[config.mk]
export PLATFORM = sky130hd
export DESIGN_NAME = logic_op_scheduler_flat
export DESIGN_NICKNAME = d
export VERILOG_FILES = /design/src/rtl/logic_op_scheduler_pkg.sv /design/src/rtl/logic_op_scheduler_if.sv /design/src/rtl/logic_op_scheduler_logic_unit.sv /design/src/rtl/logic_op_scheduler.sv /design/src/flat_wrapper.sv
export SDC_FILE = /design/constraint.sdc
export NUM_CORES = 1
export LEC_CHECK = 0
export BUFFER_PORTS_ARGS = -buffer_cell sky130_fd_sc_hd__buf_2
export CAP_MARGIN = 15
export CORE_ASPECT_RATIO = 0.5
export CORE_MARGIN = 4
export CORE_UTILIZATION = 49
export CTS_CLUSTER_SIZE = 10
export DETAILED_ROUTE_END_ITERATION = 8
export GPL_ROUTABILITY_DRIVEN = 1
export PLACE_DENSITY = 0.77
export SLEW_MARGIN = 20
export SYNTH_ARGS = -nofsm -noshare
export SYNTH_HDL_FRONTEND = slang
export SYNTH_HIERARCHICAL = 1
export SYNTH_SLANG_ARGS = --single-unit
[constraint.sdc]
create_clock -name clk -period 1.3 [get_ports clk]
set_input_delay 0.195 -clock clk [delete_from_list [all_inputs] [get_ports clk]]
set_output_delay 0.195 -clock clk [all_outputs]
set_load 0.02 [all_outputs]
[src/rtl/logic_op_scheduler_pkg.sv]
// Shared opcode, FSM state and width definitions for the logic-op scheduler.
// Pure declarations: no latency, no backpressure.
package logic_op_scheduler_pkg;

  localparam int W_DEFAULT = 8;

  typedef enum logic [2:0] {
    OP_AND  = 3'd0,
    OP_OR   = 3'd1,
    OP_XOR  = 3'd2,
    OP_NOTA = 3'd3,
    OP_NOR  = 3'd4,
    OP_XNOR = 3'd5,
    OP_NOTB = 3'd6,
    OP_NAND = 3'd7
  } op_e;

  typedef enum logic [1:0] {
    IDLE = 2'd0,
    EXEC = 2'd1,
    RESP = 2'd2
  } state_e;

endpackage

[src/rtl/logic_op_scheduler_if.sv]
// Two requester command channels plus one response channel (valid/ready).
// slave = scheduler side, master = requesters and response consumer.
interface logic_op_scheduler_if
  import logic_op_scheduler_pkg::*;
  #(parameter int W = W_DEFAULT);

  logic         req0_valid;
  logic         req0_ready;
  logic [2:0]   req0_op;
  logic [W-1:0] req0_a;
  logic [W-1:0] req0_b;

  logic         req1_valid;
  logic         req1_ready;
  logic [2:0]   req1_op;
  logic [W-1:0] req1_a;
  logic [W-1:0] req1_b;

  logic         rsp_valid;
  logic         rsp_ready;
  logic [W-1:0] rsp_y;
  logic         rsp_id;
  logic [7:0]   done_count;

  modport slave (
    input  req0_valid, req0_op, req0_a, req0_b,
    output req0_ready,
    input  req1_valid, req1_op, req1_a, req1_b,
    output req1_ready,
    output rsp_valid, rsp_y, rsp_id, done_count,
    input  rsp_ready
  );

  modport master (
    output req0_valid, req0_op, req0_a, req0_b,
    input  req0_ready,
    output req1_valid, req1_op, req1_a, req1_b,
    input  req1_ready,
    input  rsp_valid, rsp_y, rsp_id, done_count,
    output rsp_ready
  );

endinterface

[src/rtl/logic_op_scheduler_logic_unit.sv]
// Bitwise logic datapath: y = f(op, a, b) over W bits.
// Purely combinational, no backpressure.
module logic_unit
  import logic_op_scheduler_pkg::*;
  #(parameter int W = W_DEFAULT)
  (
    input  op_e          i_op,
    input  logic [W-1:0] i_a,
    input  logic [W-1:0] i_b,
    output logic [W-1:0] o_y
  );

  always_comb begin
    o_y = '0;
    case (i_op)
      OP_AND:  o_y = i_a & i_b;
      OP_OR:   o_y = i_a | i_b;
      OP_XOR:  o_y = i_a ^ i_b;
      OP_NOTA: o_y = ~i_a;
      OP_NOR:  o_y = ~(i_a | i_b);
      OP_XNOR: o_y = ~(i_a ^ i_b);
      OP_NOTB: o_y = ~i_b;
      OP_NAND: o_y = ~(i_a & i_b);
      default: o_y = '0;
    endcase
  end

endmodule

[src/rtl/logic_op_scheduler.sv]
// Two-requester round-robin logic-op scheduler: accept -> rsp_valid two cycles later.
// Accepts only in IDLE; response held stable until rsp_ready, so one command per 3 cycles at best.
module logic_op_scheduler
  import logic_op_scheduler_pkg::*;
  #(parameter int W = W_DEFAULT)
  (
    input  logic                 clk,
    input  logic                 rst,
    logic_op_scheduler_if.slave  bus
  );

  state_e       r_state;
  state_e       w_next_state;
  logic         r_last_grant;
  op_e          r_op;
  logic [W-1:0] r_a;
  logic [W-1:0] r_b;
  logic         r_id;
  logic         r_rsp_valid;
  logic [W-1:0] r_rsp_y;
  logic         r_rsp_id;
  logic [7:0]   r_done_count;

  logic         w_grant_vld;
  logic         w_grant_id;
  logic         w_req0_rdy;
  logic         w_req1_rdy;
  logic         w_accept;
  logic         w_rsp_fire;
  logic [W-1:0] w_y;

  // Ties go to the requester that did not win last time.
  always_comb begin
    w_grant_vld = 1'b0;
    w_grant_id  = 1'b0;
    if (bus.req0_valid && bus.req1_valid) begin
      w_grant_vld = 1'b1;
      w_grant_id  = ~r_last_grant;
    end else if (bus.req0_valid) begin
      w_grant_vld = 1'b1;
      w_grant_id  = 1'b0;
    end else if (bus.req1_valid) begin
      w_grant_vld = 1'b1;
      w_grant_id  = 1'b1;
    end
  end

  // FSM state register
  always_ff @(posedge clk) begin
    if (rst) begin
      r_state <= IDLE;
    end else begin
      r_state <= w_next_state;
    end
  end

  // FSM next-state logic
  always_comb begin
    w_next_state = r_state;
    case (r_state)
      IDLE:    if (w_accept) w_next_state = EXEC;
      EXEC:    w_next_state = RESP;
      RESP:    if (w_rsp_fire) w_next_state = IDLE;
      default: w_next_state = IDLE;
    endcase
  end

  // FSM outputs: ready only toward the granted requester, and never while in reset.
  always_comb begin
    w_req0_rdy = 1'b0;
    w_req1_rdy = 1'b0;
    if ((r_state == IDLE) && !rst && w_grant_vld) begin
      w_req0_rdy = ~w_grant_id;
      w_req1_rdy = w_grant_id;
    end
  end

  assign w_accept   = w_req0_rdy | w_req1_rdy;
  assign w_rsp_fire = r_rsp_valid & bus.rsp_ready;

  logic_unit #(.W(W)) u_logic_unit (
    .i_op (r_op),
    .i_a  (r_a),
    .i_b  (r_b),
    .o_y  (w_y)
  );

  always_ff @(posedge clk) begin
    if (rst) begin
      r_last_grant <= 1'b1;
      r_op         <= OP_AND;
      r_a          <= '0;
      r_b          <= '0;
      r_id         <= 1'b0;
      r_rsp_valid  <= 1'b0;
      r_rsp_y      <= '0;
      r_rsp_id     <= 1'b0;
      r_done_count <= 8'd0;
    end else begin
      if (w_accept) begin
        r_op         <= w_grant_id ? op_e'(bus.req1_op) : op_e'(bus.req0_op);
        r_a          <= w_grant_id ? bus.req1_a : bus.req0_a;
        r_b          <= w_grant_id ? bus.req1_b : bus.req0_b;
        r_id         <= w_grant_id;
        r_last_grant <= w_grant_id;
      end
      if (r_state == EXEC) begin
        r_rsp_y     <= w_y;
        r_rsp_id    <= r_id;
        r_rsp_valid <= 1'b1;
      end else if (w_rsp_fire) begin
        r_rsp_valid  <= 1'b0;
        r_done_count <= r_done_count + 8'd1;
      end
    end
  end

  assign bus.req0_ready = w_req0_rdy;
  assign bus.req1_ready = w_req1_rdy;
  assign bus.rsp_valid  = r_rsp_valid;
  assign bus.rsp_y      = r_rsp_y;
  assign bus.rsp_id     = r_rsp_id;
  assign bus.done_count = r_done_count;

endmodule

[src/flat_wrapper.sv]
// flat-port wrapper written by rule: the top's interface ports become plain ports
module logic_op_scheduler_flat import logic_op_scheduler_pkg::*;
#(parameter int W = W_DEFAULT)
  (clk, rst, bus_req0_valid, bus_req0_op, bus_req0_a, bus_req0_b, bus_req0_ready, bus_req1_valid, bus_req1_op, bus_req1_a, bus_req1_b, bus_req1_ready, bus_rsp_valid, bus_rsp_y, bus_rsp_id, bus_done_count, bus_rsp_ready);
  logic_op_scheduler_if #(.W(W)) bus_i ();
  input  logic clk;
  input  logic rst;
  input wire logic [$bits(bus_i.req0_valid)-1:0] bus_req0_valid;
  input wire logic [$bits(bus_i.req0_op)-1:0] bus_req0_op;
  input wire logic [$bits(bus_i.req0_a)-1:0] bus_req0_a;
  input wire logic [$bits(bus_i.req0_b)-1:0] bus_req0_b;
  output wire logic [$bits(bus_i.req0_ready)-1:0] bus_req0_ready;
  input wire logic [$bits(bus_i.req1_valid)-1:0] bus_req1_valid;
  input wire logic [$bits(bus_i.req1_op)-1:0] bus_req1_op;
  input wire logic [$bits(bus_i.req1_a)-1:0] bus_req1_a;
  input wire logic [$bits(bus_i.req1_b)-1:0] bus_req1_b;
  output wire logic [$bits(bus_i.req1_ready)-1:0] bus_req1_ready;
  output wire logic [$bits(bus_i.rsp_valid)-1:0] bus_rsp_valid;
  output wire logic [$bits(bus_i.rsp_y)-1:0] bus_rsp_y;
  output wire logic [$bits(bus_i.rsp_id)-1:0] bus_rsp_id;
  output wire logic [$bits(bus_i.done_count)-1:0] bus_done_count;
  input wire logic [$bits(bus_i.rsp_ready)-1:0] bus_rsp_ready;
  assign bus_i.req0_valid = bus_req0_valid;
  assign bus_i.req0_op = bus_req0_op;
  assign bus_i.req0_a = bus_req0_a;
  assign bus_i.req0_b = bus_req0_b;
  assign bus_req0_ready = bus_i.req0_ready;
  assign bus_i.req1_valid = bus_req1_valid;
  assign bus_i.req1_op = bus_req1_op;
  assign bus_i.req1_a = bus_req1_a;
  assign bus_i.req1_b = bus_req1_b;
  assign bus_req1_ready = bus_i.req1_ready;
  assign bus_rsp_valid = bus_i.rsp_valid;
  assign bus_rsp_y = bus_i.rsp_y;
  assign bus_rsp_id = bus_i.rsp_id;
  assign bus_done_count = bus_i.done_count;
  assign bus_i.rsp_ready = bus_rsp_ready;
  logic_op_scheduler #(.W(W)) u_core (.clk(clk), .rst(rst), .bus(bus_i));
endmodule
### Word-level counts from Yosys, hierarchy flattened

Cells that the tools add are included.

* reduce and logical (&&, ||, !) cells: 9
* equality and inequality tests: 11
* bitwise logic cells: 13
* multiplexer cells: 16
* add/subtract/negate cells: 1

Operators with widths (number)
* $pmux 8 s8: 1
* $not 8->8: 5
* $mux 8: 2
* $eq 3x3->1 const B: 4
* $mux 1: 9
* $add 8x1->8 const B: 1
* $and 8x8->8: 1
* $or 8x8->8: 1
* $xor 8x8->8: 1
* $eq 3x2->1 const B: 2
* $pmux 2 s3: 1
* $mux 2: 2
* $ne 2x1->1 const B: 2
* $reduce_and 2->1: 2
* $eq 3x1->1 const B: 1
* $logic_and 1x1->1: 3
* $logic_not 3->1: 1
* $mux 3: 1
* $not 1->1: 3
* $eq 2x1->1 const B: 1
* $eq 2x2->1 const B: 1
* $logic_not 2->1: 1
* $reduce_bool 2->1: 1
* $and 1x1->1: 1
* other kinds (2): 2

* word-level logic and storage cells: 60
* output and inout port bits: 20
* register bits: 41

### Logic depth before layout (Yosys ltp)

* depth in word-level cells: 8
* gate-level depth with buffers: 7

### By module

The synthesis kept the hierarchy.

By module, submodules not included
* logic_op_scheduler: area an instance 1773.0 um^2, times used 1, cells each 210, seq. area each 820.8 um^2
* logic_unit: area an instance 895.9 um^2, times used 1, cells each 123, seq. area each 0.0 um^2

### Least setup slack after synthesis

Ideal clock, no wire load.

* path type: register -> output
* from: register u_core.r_state[0]
* to: output bus_req0_ready
* buffers on the path: 2
* data required time: 1105 ps
* data arrival time: 1411 ps
* slack: -306 ps
* stages on the path, launching flop included: 5
* cells stage by stage: dfxtp_1 or4_1 buf_2 buf_2 nor2_1

* longest elaborated chain between the ends: 4

RTL lines
* from (decl): RTL line logic_op_scheduler.sv:12 `state_e r_state;`
* from (signal assigned): RTL line logic_op_scheduler.sv:53 `r_state <= w_next_state;`
* $logic_not 2->1: RTL line logic_op_scheduler.sv:72 `if ((r_state == IDLE) && !rst && w_grant_vld) begin`
* $logic_and 1x1->1 (2 in series): RTL line logic_op_scheduler.sv:72
* $mux 1: RTL line logic_op_scheduler.sv:72
* to (decl): RTL line flat_wrapper.sv:12 `output wire logic [$bits(bus_i.req0_ready)-1:0] bus_req0_ready;`

Every way passes these cells.

### Worst setup path in the final report

* from: register u_core.r_state[0]
* to: register u_core.r_a[6]

* longest elaborated chain between the ends: 5
* elaborated cells between the ends (all ways): 6

RTL lines
* $logic_not 2->1 (*): RTL line logic_op_scheduler.sv:72
* $logic_and 1x1->1 (*) (2 in series): RTL line logic_op_scheduler.sv:72
* $mux 1: RTL line logic_op_scheduler.sv:72
* $or 1x1->1 (*): RTL line logic_op_scheduler.sv:78 `assign w_accept = w_req0_rdy | w_req1_rdy;`
* to (signal assigned): RTL line logic_op_scheduler.sv:102 `r_a <= w_grant_id ? bus.req1_a : bus.req0_a;`
* to (decl): RTL line logic_op_scheduler.sv:16 `logic [W-1:0] r_a;`

Every way passes the cells marked *; elsewhere a longest branch is shown, timed or not.
A chain may end at the register's enable or synchronous reset.

==> flow_summary.ini <==
[power]
p_leak_nw = 1.804
vdd_drop_max_v = 0.0007013
powerDensity_mw_per_mm2 = 1036

[synthesis]
ys_top_cells_by_area = dfxtp_1 31%, a211oi_2 8.4%, ha_1 8.0%, nand2_1 7.0%, a21oi_1 6.8%
synth_top_area_share = 0.3075
ys_ff_latch = 41
synth_area_mm2 = 0.002669
synthSimpleGateAreaFrac = 0.2579
netlist_instances = 333
synth_top_family_by_area = simple AND/OR/NAND/NOR gates
synth-compound-area-share = 0.2480
avgSynthCellArea_um2 = 8.014
synth_fp_nets = 393
seq_area_frac_synth = 0.3075
synth_mux_area_frac = 0.008439
synth_area_leader_cell = dfxtp_1
synth_enable_flop_cells = 0
async_flop_share = 0
ys_warn_count = 6
yosys.area_share.xor_xnor = 0.01969
yosys_most_used_dff = dfxtp_1
synth_cell_types = 45
synth_adder_area_share = 0.07970

[floorplanning]
rows = 18
die_x_um = 112.4
core_area_mm2 = 0.005090
io_pins = 63
fp.dieH_um = 60.19
die_area_mm2 = 0.006763
initial_core_util = 0.5243

[flow_run]
drv_cap = 0

[timing]
tightest_slew_ns = 0.6154
period_share = 1.351
fmax_ghz = 0.5695
fin_crit_ns = 1.756
setup_viol = 35
hold_violations = 0
maxSlewHeadroom = 0.5898
slew_viol_final = 0
rsz0062_at_grt = true
fin_skew_ns = 0.006877
worst_slack_ns = -0.4561

[setup_path]
cp_num_buf_inv = 3
cp_cell_sequence = or4_4 -> buf_12 -> buf_4 -> buf_12 -> a21oi_4 -> a211oi_2
endpoint_kind = register
critical_path_required_ns = 1.46
cp_slowest_stage_delay_ns = 0.57
worst_setup_path_start_kind = register
crit_type = register to register
arrival_ns = 1.92
crit_top_cell = buf_12
crit_fanout = 10
crit_slowest_cell = or4_4
critical_path.top_delay_family = simple AND/OR/NAND/NOR gates

[detailed_routing]
wire_per_inst_um = 23.93
vias = 3357
drtPass1Iterations = 5
drt-total-wl_mm = 12.42
vias_per_cell = 6.468
drc_errors = 0
first_iter_violations = 393
ant_nets = 0

[status]
outcome = finished with violations
violations = setup timing

[clock_network]
numClockSinks = 41
cts_buffers = 5
tritoncts = yes
clock_latency_ns = 0.31
clk_pin_slew_ns = 0.09
cts_max_path_buffers = 2
cts_root_buf = clkbuf_8
cts-htree-levels = 2

[layout]
syn_to_final_growth_pct = 63.01
final_common_cell = buf_2
fin_nets = 508
drive_above_1_share = 0.5902
n_antenna_cell = 0
final_area_mm2 = 0.004350
most-common-layout-cells = 60 x buf_2, 49 x buf_4, 45 x nand2_1

[placement]
dpl.hpwl_mm = 5.757
preCtsSetupSlack_ns = -0.3075
placed_area_mm2 = 0.003442
io_buffers = 62
place_congestion = 0.8217

[global_routing]
gr-total-overflow = 0
grt_pass1_vias = 3235
grtUsageTotal = 0.2997
grt_pass1_wl_mm = 15.77
grt_start_max_net_pins = 42
antenna_found_initial = 0

[hold_path]
hp-class = input port to register
cell usage after synthesis (all sizes together) (3+ instances only):
library cell  count
a211oi           26
nand3             3
nand2b           19
ha               17
a31oi             3
nand2            50
o32a              8
xnor2             4
a21oi            36
buf              14
dfxtp            41
nor2             31
nor2b            11
inv              20
clkbuf            9
a311oi            4
nand3b            4
or2               3
final cells by class:
cell class / count / area [µm²]
multi-input cells: 248 / 2223
repair buffers: 131 / 1012
flip-flops and latches: 41 / 850.8
fillers: 237 / 739.5
well taps: 70 / 87.58
inverters: 21 / 86.33
clock buffers: 5 / 68.82
clock inverters: 3 / 21.27
kinds of logic after synthesis:
| logic type | count (synthesis) |
|---|---|
| AND/OR/NAND/NOR | 139 |
| AO/OA/AOI/OAI | 84 |
| buffers and inverters | 44 |
| flip-flops | 41 |
| adder cells (fa/ha/maj) | 17 |
| XOR/XNOR | 6 |
| multiplexers | 2 |
flip-flops by register name, summed over array words and instances (netlist names), 2 cells and up:
| name | flops |
|---|---|
| u_core/r_op | 3 |
| u_core/bus.rsp_y | 8 |
| u_core/r_b | 8 |
| u_core/r_a | 8 |
| u_core/bus.done_count | 8 |
| u_core/r_state | 2 |
per-stage QoR:
stage               power, mW  TNS [ns]  hold slack, ns  instances  utilization
floorplan               2.328    -3.617          0.3285        333            -
global placement        2.742    -6.243          0.4403        489       0.6763
detailed placement      2.805    -7.346          0.4479        489       0.6763
CTS                     3.994    -8.378          0.1248        513       0.7874
global route            4.611    -11.83          0.1398        519       0.8547
finish                  4.505    -10.71          0.1344        519       0.8547
worst paths after layout:
path | from | to | slack [ns] | depth (start not counted)
setup / recovery | u_core/r_state[0] | u_core/r_a[6] | -0.46 | 6
hold / removal | bus_req0_a[7] | u_core/r_a[7] | 0.13 | 3
setup reg to reg | u_core/r_state[0] | u_core/r_a[6] | -0.46 | 6
hold reg to reg | u_core/bus.rsp_y[2] | u_core/bus.rsp_y[2] | 0.46 | 2
tightest hold or removal path, stage by stage:
cell and delay (ns):
buf_2 0.10, nand2_1 0.06, a211oi_2 0.06
power breakdown:
part	switching (mW)	total [mW]	internal, mW
clock	0.523	0.904	0.382
sequential	0.0939	1.46	1.37
combinational	1.15	2.14	0.990
metal layers:
layer / wire (µm) / track usage
met1: 4444 / 0.3263
met2: 5453 / 0.5148
met3: 1363 / 0.09808
met4: 1159 / 0.1884
met5: 0 / 0.05185
what timing repair did:
item | CTS | global route
hold buffers | 0 | 0
setup buffers | 14 | 11
endpoints found under the hold margin | 0 | 0
pin swaps | 23 | 37
gates cloned | 3 | 0
setup endpoints to repair | 38 | 37
gates resized for setup | 67 | 70
(Power assumes the default switching activity.)
